## config.mk

```make
export PLATFORM = sky130hd
export DESIGN_NAME = strobe_row_sequencer
export DESIGN_NICKNAME = d
export VERILOG_FILES = /design/src/rtl/strobe_row_sequencer.sv
export SDC_FILE = /design/constraint.sdc
export NUM_CORES = 1
export LEC_CHECK = 0
export CAP_MARGIN = 20
export CORE_AREA = 3 3 93 95
export DETAILED_ROUTE_END_ITERATION = 16
export DIE_AREA = 0 0 96 98
export GPL_ROUTABILITY_DRIVEN = 1
export PLACE_DENSITY = 0.77
export REMOVE_ABC_BUFFERS = 1
export SLEW_MARGIN = 20
export SYNTH_ARGS = -nofsm -noshare
export SYNTH_HDL_FRONTEND = slang
export SYNTH_SLANG_ARGS = --single-unit
```

## constraint.sdc

```tcl
create_clock -name i_clk -period 2.5 [get_ports i_clk]
set_input_delay 0.375 -clock i_clk [delete_from_list [all_inputs] [get_ports i_clk]]
set_output_delay 0.375 -clock i_clk [all_outputs]
set_load 0.005 [all_outputs]
```

## src/rtl/strobe_row_sequencer.sv

```systemverilog
// -----------------------------------------------------------------------------
// strobe_row_sequencer
//
// Walks the Mic4 pixel matrix one row at a time. For every row it asks the row
// shifter to load the row configuration and waits for the shifter to report
// completion. It then waits a programmable delay and drives the active-low
// strobe_b pulse for a programmable width before moving on to the next row.
//
// Ports:
//   i_clk         system clock, rising edge
//   i_rst_n       asynchronous active-low reset
//   i_start       one-cycle run request (ignored while busy)
//   i_abort       synchronous run abort, wins over everything except reset
//   i_n_rows      rows to configure, latched on an accepted start
//   i_delay       cycles from the shift_done rise to the strobe_b fall
//   i_width       strobe_b low time in cycles (0 behaves as 1)
//   o_shift_req   request to the shifter to load o_row_addr
//   i_shift_ack   shifter accepted the request
//   i_shift_done  shifter valid_out; only its rising edge is used
//   o_row_addr    row currently being configured
//   o_strobe_b    active-low strobe to the pad driver
//   o_busy        high whenever the sequencer is not idle
//   o_done        one-cycle pulse after the last row's strobe
//   o_err         sticky shifter timeout flag
// -----------------------------------------------------------------------------
module strobe_row_sequencer #(
  parameter int ROW_W   = 7,
  parameter int CNT_W   = 8,
  parameter int TIMEOUT = 4096
) (
  input  logic             i_clk,
  input  logic             i_rst_n,
  input  logic             i_start,
  input  logic             i_abort,
  input  logic [ROW_W-1:0] i_n_rows,
  input  logic [CNT_W-1:0] i_delay,
  input  logic [CNT_W-1:0] i_width,
  output logic             o_shift_req,
  input  logic             i_shift_ack,
  input  logic             i_shift_done,
  output logic [ROW_W-1:0] o_row_addr,
  output logic             o_strobe_b,
  output logic             o_busy,
  output logic             o_done,
  output logic             o_err
);

  localparam int TO_W = $clog2(TIMEOUT + 1);

  typedef enum logic [2:0] {
    S_IDLE,
    S_REQ,
    S_SHIFT,
    S_DELAY,
    S_STROBE,
    S_NEXT
  } state_t;

  state_t           r_state;
  logic [ROW_W-1:0] r_n_rows;
  logic [CNT_W-1:0] r_delay;
  logic [CNT_W-1:0] r_width;
  logic [CNT_W-1:0] r_cnt;        // shared by the DELAY and STROBE phases
  logic [TO_W-1:0]  r_to_cnt;
  logic             r_done_prev;

  logic w_rise;
  logic w_last;
  logic w_timeout;

  // A level held high on shift_done never retriggers; only a fresh 0->1 counts.
  assign w_rise    = i_shift_done & ~r_done_prev;
  assign w_last    = (o_row_addr == (r_n_rows - ROW_W'(1)));
  assign w_timeout = (r_to_cnt == TO_W'(TIMEOUT - 1));

  always_ff @(posedge i_clk or negedge i_rst_n) begin
    if (!i_rst_n) begin
      r_state     <= S_IDLE;
      r_n_rows    <= '0;
      r_delay     <= '0;
      r_width     <= '0;
      r_cnt       <= '0;
      r_to_cnt    <= '0;
      r_done_prev <= 1'b0;
      o_shift_req <= 1'b0;
      o_row_addr  <= '0;
      o_strobe_b  <= 1'b1;
      o_busy      <= 1'b0;
      o_done      <= 1'b0;
      o_err       <= 1'b0;
    end else begin
      r_done_prev <= i_shift_done;
      o_done      <= 1'b0;

      if (i_abort) begin
        // Abort also masks a coincident start in IDLE; err and row_addr keep
        // their values so software can see where the run stopped.
        r_state     <= S_IDLE;
        o_strobe_b  <= 1'b1;
        o_shift_req <= 1'b0;
        o_busy      <= 1'b0;
      end else begin
        case (r_state)
          S_IDLE: begin
            if (i_start) begin
              o_err <= 1'b0;
              if (i_n_rows != '0) begin
                r_n_rows    <= i_n_rows;
                r_delay     <= i_delay;
                r_width     <= (i_width == '0) ? CNT_W'(1) : i_width;
                r_to_cnt    <= '0;
                o_row_addr  <= '0;
                o_shift_req <= 1'b1;
                o_busy      <= 1'b1;
                r_state     <= S_REQ;
              end else begin
                // Empty run: report completion without touching the shifter.
                o_done <= 1'b1;
              end
            end
          end

          S_REQ: begin
            if (w_timeout) begin
              o_err       <= 1'b1;
              o_shift_req <= 1'b0;
              o_busy      <= 1'b0;
              r_state     <= S_IDLE;
            end else begin
              r_to_cnt <= r_to_cnt + TO_W'(1);
              if (i_shift_ack) begin
                o_shift_req <= 1'b0;
                r_state     <= S_SHIFT;
              end
            end
          end

          S_SHIFT: begin
            // A rise on the very last allowed cycle still counts as in time.
            if (w_rise) begin
              r_cnt   <= r_delay;
              r_state <= S_DELAY;
            end else if (w_timeout) begin
              o_err       <= 1'b1;
              o_shift_req <= 1'b0;
              o_busy      <= 1'b0;
              r_state     <= S_IDLE;
            end else begin
              r_to_cnt <= r_to_cnt + TO_W'(1);
            end
          end

          S_DELAY: begin
            // Zero delay still spends one cycle here, so the strobe fall is
            // always delay+1 edges after the shift_done rise was sampled.
            if (r_cnt == '0) begin
              o_strobe_b <= 1'b0;
              r_cnt      <= r_width - CNT_W'(1);
              r_state    <= S_STROBE;
            end else begin
              r_cnt <= r_cnt - CNT_W'(1);
            end
          end

          S_STROBE: begin
            if (r_cnt == '0) begin
              o_strobe_b <= 1'b1;
              r_state    <= S_NEXT;
            end else begin
              r_cnt <= r_cnt - CNT_W'(1);
            end
          end

          S_NEXT: begin
            if (w_last) begin
              o_done  <= 1'b1;
              o_busy  <= 1'b0;
              r_state <= S_IDLE;
            end else begin
              o_row_addr  <= o_row_addr + ROW_W'(1);
              o_shift_req <= 1'b1;
              r_to_cnt    <= '0;
              r_state     <= S_REQ;
            end
          end

          default: begin
            o_strobe_b  <= 1'b1;
            o_shift_req <= 1'b0;
            o_busy      <= 1'b0;
            r_state     <= S_IDLE;
          end
        endcase
      end
    end
  end

endmodule
```

# Word-level counts from Yosys, hierarchy flattened
# Cells that the tools add are included.
# W data, S select, Z words.
word_totals:
  wordCells: 118
  register_bits: 60
  output_inout_bits: 12
classes:
  muxes: 53
  reduce_logical: 19
  n_eq_ne: 25
  addsub: 5
  bitwise_logic: 3
ops:
  columns: ["op", "n"]
  rows:
  - ["$mux W13", 5]
  - ["$pmux W13 S4", 1]
  - ["$mux W8", 4]
  - ["$mux W3", 9]
  - ["$ne A3 B3 Y1 const B", 8]
  - ["$pmux W8 S3", 1]
  - ["$mux W1", 23]
  - ["$mux W7", 3]
  - ["$pmux W3 S6", 1]
  - ["$logic_not A8 Y1", 2]
  - ["$sub A8 B1 Y8 const B", 2]
  - ["$pmux W7 S2", 1]
  - ["$add A13 B1 Y13 const B", 1]
  - ["$eq A13 B12 Y1 const B", 1]
  - ["$ne A2 B2 Y1 const B", 6]
  - ["$reduce_and A4 Y1", 3]
  - ["$reduce_and A6 Y1", 2]
  - ["$pmux W1 S5", 2]
  - ["$reduce_and A5 Y1", 2]
  - ["$ne A4 B4 Y1 const B", 2]
  - ["$add A7 B1 Y7 const B", 1]
  - ["$eq A7 B7 Y1", 1]
  - ["$reduce_and A7 Y1", 1]
  - ["$reduce_bool A7 Y1", 1]
  - ["other kinds (16)", 22]

# Logic depth before layout (Yosys ltp)
# Gate-level depths: netlist of the first run.
depth:
  depth_word: 5
  mapped_depth: 9
  depth_no_buf: 7

# Worst setup path after synthesis of the first run
# No wires, ideal clock.
synth_timing:
  kind: "flip-flop to flip-flop"
  from: "reg r_cnt[3]"
  to: "reg r_state[0]"
  setup_ns: 0.122
  period_less_slack_ns: 2.245
  stages_incl_launch_ff: 7
  slack_ns: 0.255
  t_arrival_ns: 2.124
  t_required_ns: 2.378
  path_cell_list: "dfrtp_1 -> or4_4 -> or4b_4 -> buf_6 -> a221oi_4 -> o21ai_0 -> a32o_1"
synth_via:
  elab_chain_len: 3
synth_rtl:
  columns: ["item", "line_no", "source"]
  rows:
  - ["start, declared", "63", "logic [CNT_W-1:0] r_cnt;"]
  - ["start signal, assigned", "141", "r_cnt <= r_delay;"]
  - ["start signal, assigned", "158", "r_cnt <= r_width - CNT_W'(1);"]
  - ["start signal, assigned", "161", "r_cnt <= r_cnt - CNT_W'(1);"]
  - ["$logic_not A8 Y1 *", "156, 166", null]
  - ["$ne A3 B3 Y1 (no source line)", null, null]
  - ["$reduce_and A6 Y1 (no source line) *", null, null]
  - ["end signal, assigned", "159", "r_state <= S_STROBE;"]
  - ["end signal, assigned", "168", "r_state <= S_NEXT;"]
  - ["end signal, assigned", "178", "r_state <= S_IDLE;"]
  - ["end, declared", "59", "state_t r_state;"]
# Every way passes the cells marked *; elsewhere a longest branch is shown, timed or not.
# A chain may end at the register's enable or synchronous reset.

# Worst setup path after layout of the first run
# Ends and elaborated chain as after synthesis.

==> impl_metrics.yaml, run 1 <==
outcome:
  outcome: "finished, final reports clean"
setup_path:
  crit_family: "simple AND/OR/NAND/NOR gates"
  crit_chain: "or4_4, or4b_4, a221oi_4, o21ai_0, a32o_1"
  cp_max_fo: 9
  cp-end-kind: "register"
  slowest_delay_ps: 580
  slowest_stage: "or4b_4"
  path_class: "register to register"
  crit_required_ps: 2730
  crit_buf_inv: 0
  startpoint_type: "register"
  crit_arrival_ps: 2550
power_and_ir_drop:
  finalPower_w: 0.00460
  p_leak_nw: 2.02
  combPwrFrac: 0.390
  p_sw_frac: 0.379
  power_density_mw_per_mm2: 1010
  clockPowerShare: 0.253
  internal_power_w: 0.00286
  ir_drop_uv: 502
  p_sw_w: 0.00174
  p_seq_frac: 0.357
cells_and_area:
  antenna_cells: 0
  nNetsFinal: 529
  utilization: 0.584
  drive_above_1_share: 0.102
  final-instance-count-excl-fill: 601
  fill_cells: 673
  area_growth_pct: 24.8
yosys:
  yosys_warnings: 0
  synthesis.area_mm2: 0.00366
  yosysSeqAreaShare: 0.411
  synth_edf_count: 0
  synth_ff_type: "dfrtp_1"
  synthDistinctLibCells: 60
  ys_seq_elements: 60
  yosysTopAreaCell: "dfrtp_1"
  synth_top_area_frac: 0.404
  async_reset_ff_frac: 1.00
  synth_area_per_cell_um2: 8.31
  syn_inst: 440
  synth.area.top_cells: "dfrtp_1, nand2_1, a21oi_1"
floorplanning:
  row_count: 32
  die-area_mm2: 0.00941
  die_x_um: 96
  initial_core_util: 0.468
  core_mm2: 0.00781
  die_y_um: 98
  ios: 41
global_routing:
  gr-total-overflow: 0
  grt_usage: 0.207
  grt_first_pass_wirelength_mm: 15.6
  grt_pass1_vias: 3230
  grt_max_degree: 33
  antenna_found_initial: 0
cts:
  cts_buffers: 9
  clkSinkCount: 60
  cts-root-buf: "clkbuf_8"
  max-clock-path-buffers: 2
  clock_latency_ps: 340
  htree_levels: 3
  cts_tree: "built"
  post-cts-setup-buffer-count: 0
  clk_pin_slew_ps: 70
placement:
  dpl.cell_count: 585
  dp_hpwl_mm: 6.68
  io_buffer_count: 40
  gp_congestion: 0.854
timing:
  clock_skew_ps: 8.65
  relSlewSlack: 0.428
  fmaxAchievable_ghz: 0.429
  slew_viol_final: 0
  finalSetupTns_ps: 0
  rsz0062_at_grt: "false"
  fin_crit_ps: 2330
  hold_viol_final: 0
  fin_crit_sh: 0.932
  worst_pin_slew_ps: 854
  setup_viol: 0
drt:
  first_pass_iters: 7
  via_per_inst: 5.73
  drc: 0
  routed_wl_mm: 9.09
  drtIter0Drc: 311
  ant_nets: 0
  wl_per_cell_um: 15.1
  via_count: 3443
job:
  cap_violations: 0
worst_hold_path:
  hp-class: "input port to asynchronous set/reset pin"
==> final timing paths <==
kind	from	to	slack, ps	cells past startpoint
max	r_cnt[3]$_DFFE_PN0P_	r_state[0]$_DFFE_PN0P_	170	5
min reg2reg	r_delay[5]$_DFFE_PN0P_	r_delay[5]$_DFFE_PN0P_	480	2
max reg2reg	r_cnt[3]$_DFFE_PN0P_	r_state[0]$_DFFE_PN0P_	170	5
min	i_rst_n	r_delay[2]$_DFFE_PN0P_	80	1
max in group asynchronous	i_rst_n	r_to_cnt[4]$_DFFE_PN0P_	1800	2
min in group i_clk	r_delay[5]$_DFFE_PN0P_	r_delay[5]$_DFFE_PN0P_	480	2
==> layer usage <==
layer  vias to the layer above  share of wire  track usage
met5                         -              0            0
met4                         0          0.014       0.0700
met3                        12          0.048       0.0354
met2                       100           0.47        0.311
met1                      1641           0.46        0.301
li1                       1690              -            -
==> cells in the mapped netlist (all sizes together) (5+ instances only) <==
master,n
a21oi,28
a31oi,10
and3,9
buf,7
clkbuf,13
dfrtp,59
ha,6
inv,14
mux2i,7
nand2,90
nand2b,12
nand3,13
nand4,8
nor2,36
nor3,16
nor4,7
o211ai,7
o21ai,18
or3,6
or4,5
xnor2,10
xor2,7
==> logic make-up (layout without fill, tap and decap cells) <==
logic type | Yosys count | count (layout) | synth area share
and+or+nand+nor | 214 | 214 | 0.283
xor gates and xnor gates | 17 | 17 | 0.0407
AOI/OAI and AO/OA | 102 | 102 | 0.188
muxes | 7 | 7 | 0.0192
buffers and inverters | 34 | 93 | 0.0383
DFF | 60 | 60 | 0.411
adders and majority gates | 6 | 6 | 0.0205
==> metrics by stage <==
| step | worst slack [ps] | hold slack (ps) | cell area (µm²) |
|---|---|---|---|
| after floorplan | 244 | 79.4 | 3570 |
| after global placement | 48.2 | 445 | 4290 |
| after detailed placement | 4.16 | 467 | 4290 |
| after CTS | 16.8 | 108 | 4560 |
| after global routing | 36.0 | 144 | 4560 |
| final | 171 | 81.1 | 4560 |
==> flip-flops by register name (all words and copies together) (netlist names) <==
signal       flops
r_n_rows         7
r_cnt            8
o_shift_req      1
r_state          3
r_to_cnt        13
r_width          8
r_done_prev      1
o_err            1
o_done           1
o_busy           1
o_row_addr       7
o_strobe_b       1
r_delay          8
==> cell type report <==
class / instances / area [µm²] / area share
Tap cell: 102 / 128 / 0.0280
Sequential cell: 60 / 1500 / 0.329
Clock buffer: 13 / 179 / 0.0392
Multi-Input combinational cell: 346 / 2020 / 0.442
Clock inverter: 3 / 90.1 / 0.0197
Timing Repair Buffer: 63 / 593 / 0.130
Inverter: 14 / 52.6 / 0.0115
==> power groups by stage <==
stage / registers (W) / logic [W] / clock network (W)
2_1_floorplan: 0.00160 / 0.00119 / 0
6_report: 0.00164 / 0.00180 / 0.00116
5_1_grt: 0.00170 / 0.00202 / 0.00122
4_1_cts: 0.00163 / 0.00178 / 0.00118
3_5_place_dp: 0.00164 / 0.00177 / 0
3_3_place_gp: 0.00163 / 0.00172 / 0
==> layout by cell type (no fill, tap or decap), types with 8 or more instances in the layout <==
cell,count
nand4_1,8
nor3_1,16
clkbuf_8,13
and3_1,9
dfrtp_1,59
nand2b_1,12
nor2_1,36
nand3_1,13
o21ai_0,17
inv_1,14
clkdlybuf4s50_1,39
a21oi_1,28
a31oi_1,10
nand2_1,90
xnor2_1,10
buf_4,21
==> timing repair <==
action | CTS | global route
hold buffers | 0 | 0
gates resized for setup | 0 | 2
endpoints found under the setup margin | 0 | 12
No activity file was read; power rests on OpenSTA's default activity.
==> run 2: changes to the inputs <==
--- a/config.mk
+++ b/config.mk
@@ -10,6 +10,7 @@
 export DETAILED_ROUTE_END_ITERATION = 16
 export DIE_AREA = 0 0 96 98
 export GPL_ROUTABILITY_DRIVEN = 1
+export GPL_TIMING_DRIVEN = 0
 export PLACE_DENSITY = 0.77
 export REMOVE_ABC_BUFFERS = 1
 export SLEW_MARGIN = 20
==> impl_metrics.yaml, run 2 (same netlist as run 1, synthesis figures left out) <==
outcome:
  outcome: "finished, final reports clean"
cells_and_area:
  area_growth_pct: 20.5
  layout_commonest_cell: "nand2_1"
  max_flop_register: "r_to_cnt"
  largest_reg_flops: 13
  postLayoutCellArea_mm2: 0.00441
  nNetsFinal: 510
  final_cell_mix: "nand2_1, dfrtp_1, clkdlybuf4s50_1"
  drive_above_1_share: 0.0837
  antenna_cells: 0
  final-instance-count-excl-fill: 580
placement:
  io_buffer_count: 40
  gp_congestion: 0.862
  dpl.cell_count: 563
  place_area_mm2: 0.00412
  dp_hpwl_mm: 6.34
timing:
  hold_viol_final: 0
  fin_crit_sh: 0.962
  worst_pin_slew_ps: 766
  fin_crit_ps: 2410
  finalSetupTns_ps: 0
  clock_skew_ps: 4.88
  timing.hold.ws_ps: 447
  rsz0062_at_grt: "true"
  relSlewSlack: 0.487
  setup_viol: 0
  fmaxAchievable_ghz: 0.416
  slew_viol_final: 0
drt:
  drtIter0Drc: 271
  first_pass_iters: 5
  routed_wl_mm: 8.96
  ant_nets: 0
  via_count: 3383
  wl_per_cell_um: 15.4
  via_per_inst: 5.83
  drc: 0
power_and_ir_drop:
  power_density_mw_per_mm2: 941
  clockPowerShare: 0.178
  combPwrFrac: 0.403
  p_sw_frac: 0.423
  internal_power_w: 0.00239
  ir_drop_uv: 508
  p_seq_frac: 0.419
  p_sw_w: 0.00175
  p_leak_nw: 1.87
  finalPower_w: 0.00415
cts:
  htree_levels: 3
  clock_latency_ps: 340
  clk_pin_slew_ps: 60
  clkSinkCount: 60
  cts-root-buf: "clkbuf_8"
  cts_tree: "built"
  max-clock-path-buffers: 2
  cts_buffers: 9
setup_path:
  slowest_stage: "dfrtp_1"
  cp_max_fo: 11
  critical_path_depth: 6
  rr_endpoint: "o_shift_req$_DFFE_PN0P_"
  crit_required_ps: 2730
  crit_buf_inv: 0
  path_class: "register to register"
  crit_chain: "or3_1, or4_1, a21oi_2, o311a_4, a21oi_1, a311o_1"
  startpoint: "r_n_rows[2]$_DFFE_PN0P_"
  rrSetupSlack_ps: 90
  worstReg2RegStart: "r_n_rows[2]$_DFFE_PN0P_"
  critPathCapture: "o_shift_req$_DFFE_PN0P_"
  startpoint_type: "register"
  slowest_delay_ps: 450
  cp-end-kind: "register"
  r2r_cells: 6
  crit_arrival_ps: 2630
  crit_family: "compound AO/OA/AOI/OAI gates"
global_routing:
  gr-total-overflow: 0
  grt_usage: 0.199
  grt_pass1_vias: 3149
  grt_first_pass_wirelength_mm: 14.9
  grt_max_degree: 44
  antenna_found_initial: 0
floorplanning:
  die_x_um: 96
  die-area_mm2: 0.00941
  core_mm2: 0.00781
  row_count: 32
  ios: 41
  die_y_um: 98
  initial_core_util: 0.468
job:
  cap_violations: 0
worst_hold_path:
  hp-class: "input port to asynchronous set/reset pin"
[run 2: worst min path at each step]
stage | startpoint | to | slack, ps | cells past startpoint
after CTS | i_rst_n | r_width[3]$_DFFE_PN0P_ | 450 | 2
after floorplan | i_rst_n | o_busy$_DFFE_PN0P_ | 80 | 0
after global routing | i_rst_n | r_width[1]$_DFFE_PN0P_ | 490 | 2
after global placement | r_delay[7]$_DFFE_PN0P_ | r_delay[7]$_DFFE_PN0P_ | 470 | 2
after detailed placement | i_rst_n | r_width[3]$_DFFE_PN0P_ | 270 | 1
final | i_rst_n | r_width[3]$_DFFE_PN0P_ | 450 | 2
[run 2: power groups by stage]
stage / clock network, W / logic (W) / registers (W)
after floorplan: 0 / 0.00119 / 0.00160
after global placement: 0 / 0.00151 / 0.00169
after detailed placement: 0 / 0.00156 / 0.00172
after CTS: 0.000747 / 0.00161 / 0.00171
after global routing: 0.000795 / 0.00189 / 0.00179
final: 0.000738 / 0.00167 / 0.00174
[run 2: routing by layer]
| layer | track usage | vias to the layer above | wire length (µm) |
|---|---|---|---|
| li1 | - | 1639 | - |
| met1 | 0.282 | 1622 | 4130 |
| met2 | 0.300 | 104 | 4230 |
| met3 | 0.0308 | 18 | 401 |
| met4 | 0.0821 | 0 | 204 |
| met5 | 0 | - | 0 |
[run 2: cell type report]
cell class / instances / area, µm²
Tap cell: 102 / 128
Clock inverter: 3 / 15.0
Sequential cell: 60 / 1500
Fill cell: 702 / 3400
Inverter: 14 / 52.6
Timing Repair Buffer: 44 / 450
Multi-Input combinational cell: 346 / 2120
Clock buffer: 11 / 141
[run 2: timing repair]
item / in CTS / in global routing
pin swaps: 0 / 5
cloned: 0 / 0
hold endpoints to repair: 17 / 0
gates resized for setup: 9 / 13
setup endpoints to repair: 42 / 33
hold buffers: 1 / 0
buffers inserted: 0 / 2
[run 2: through the flow]
step                      setup WS [ps]  utilization
final                              94.5        0.564
after global routing              -39.0        0.564
after CTS                          8.36        0.554
after detailed placement           -665        0.528
after global placement             -928        0.525
after floorplan                     244            -
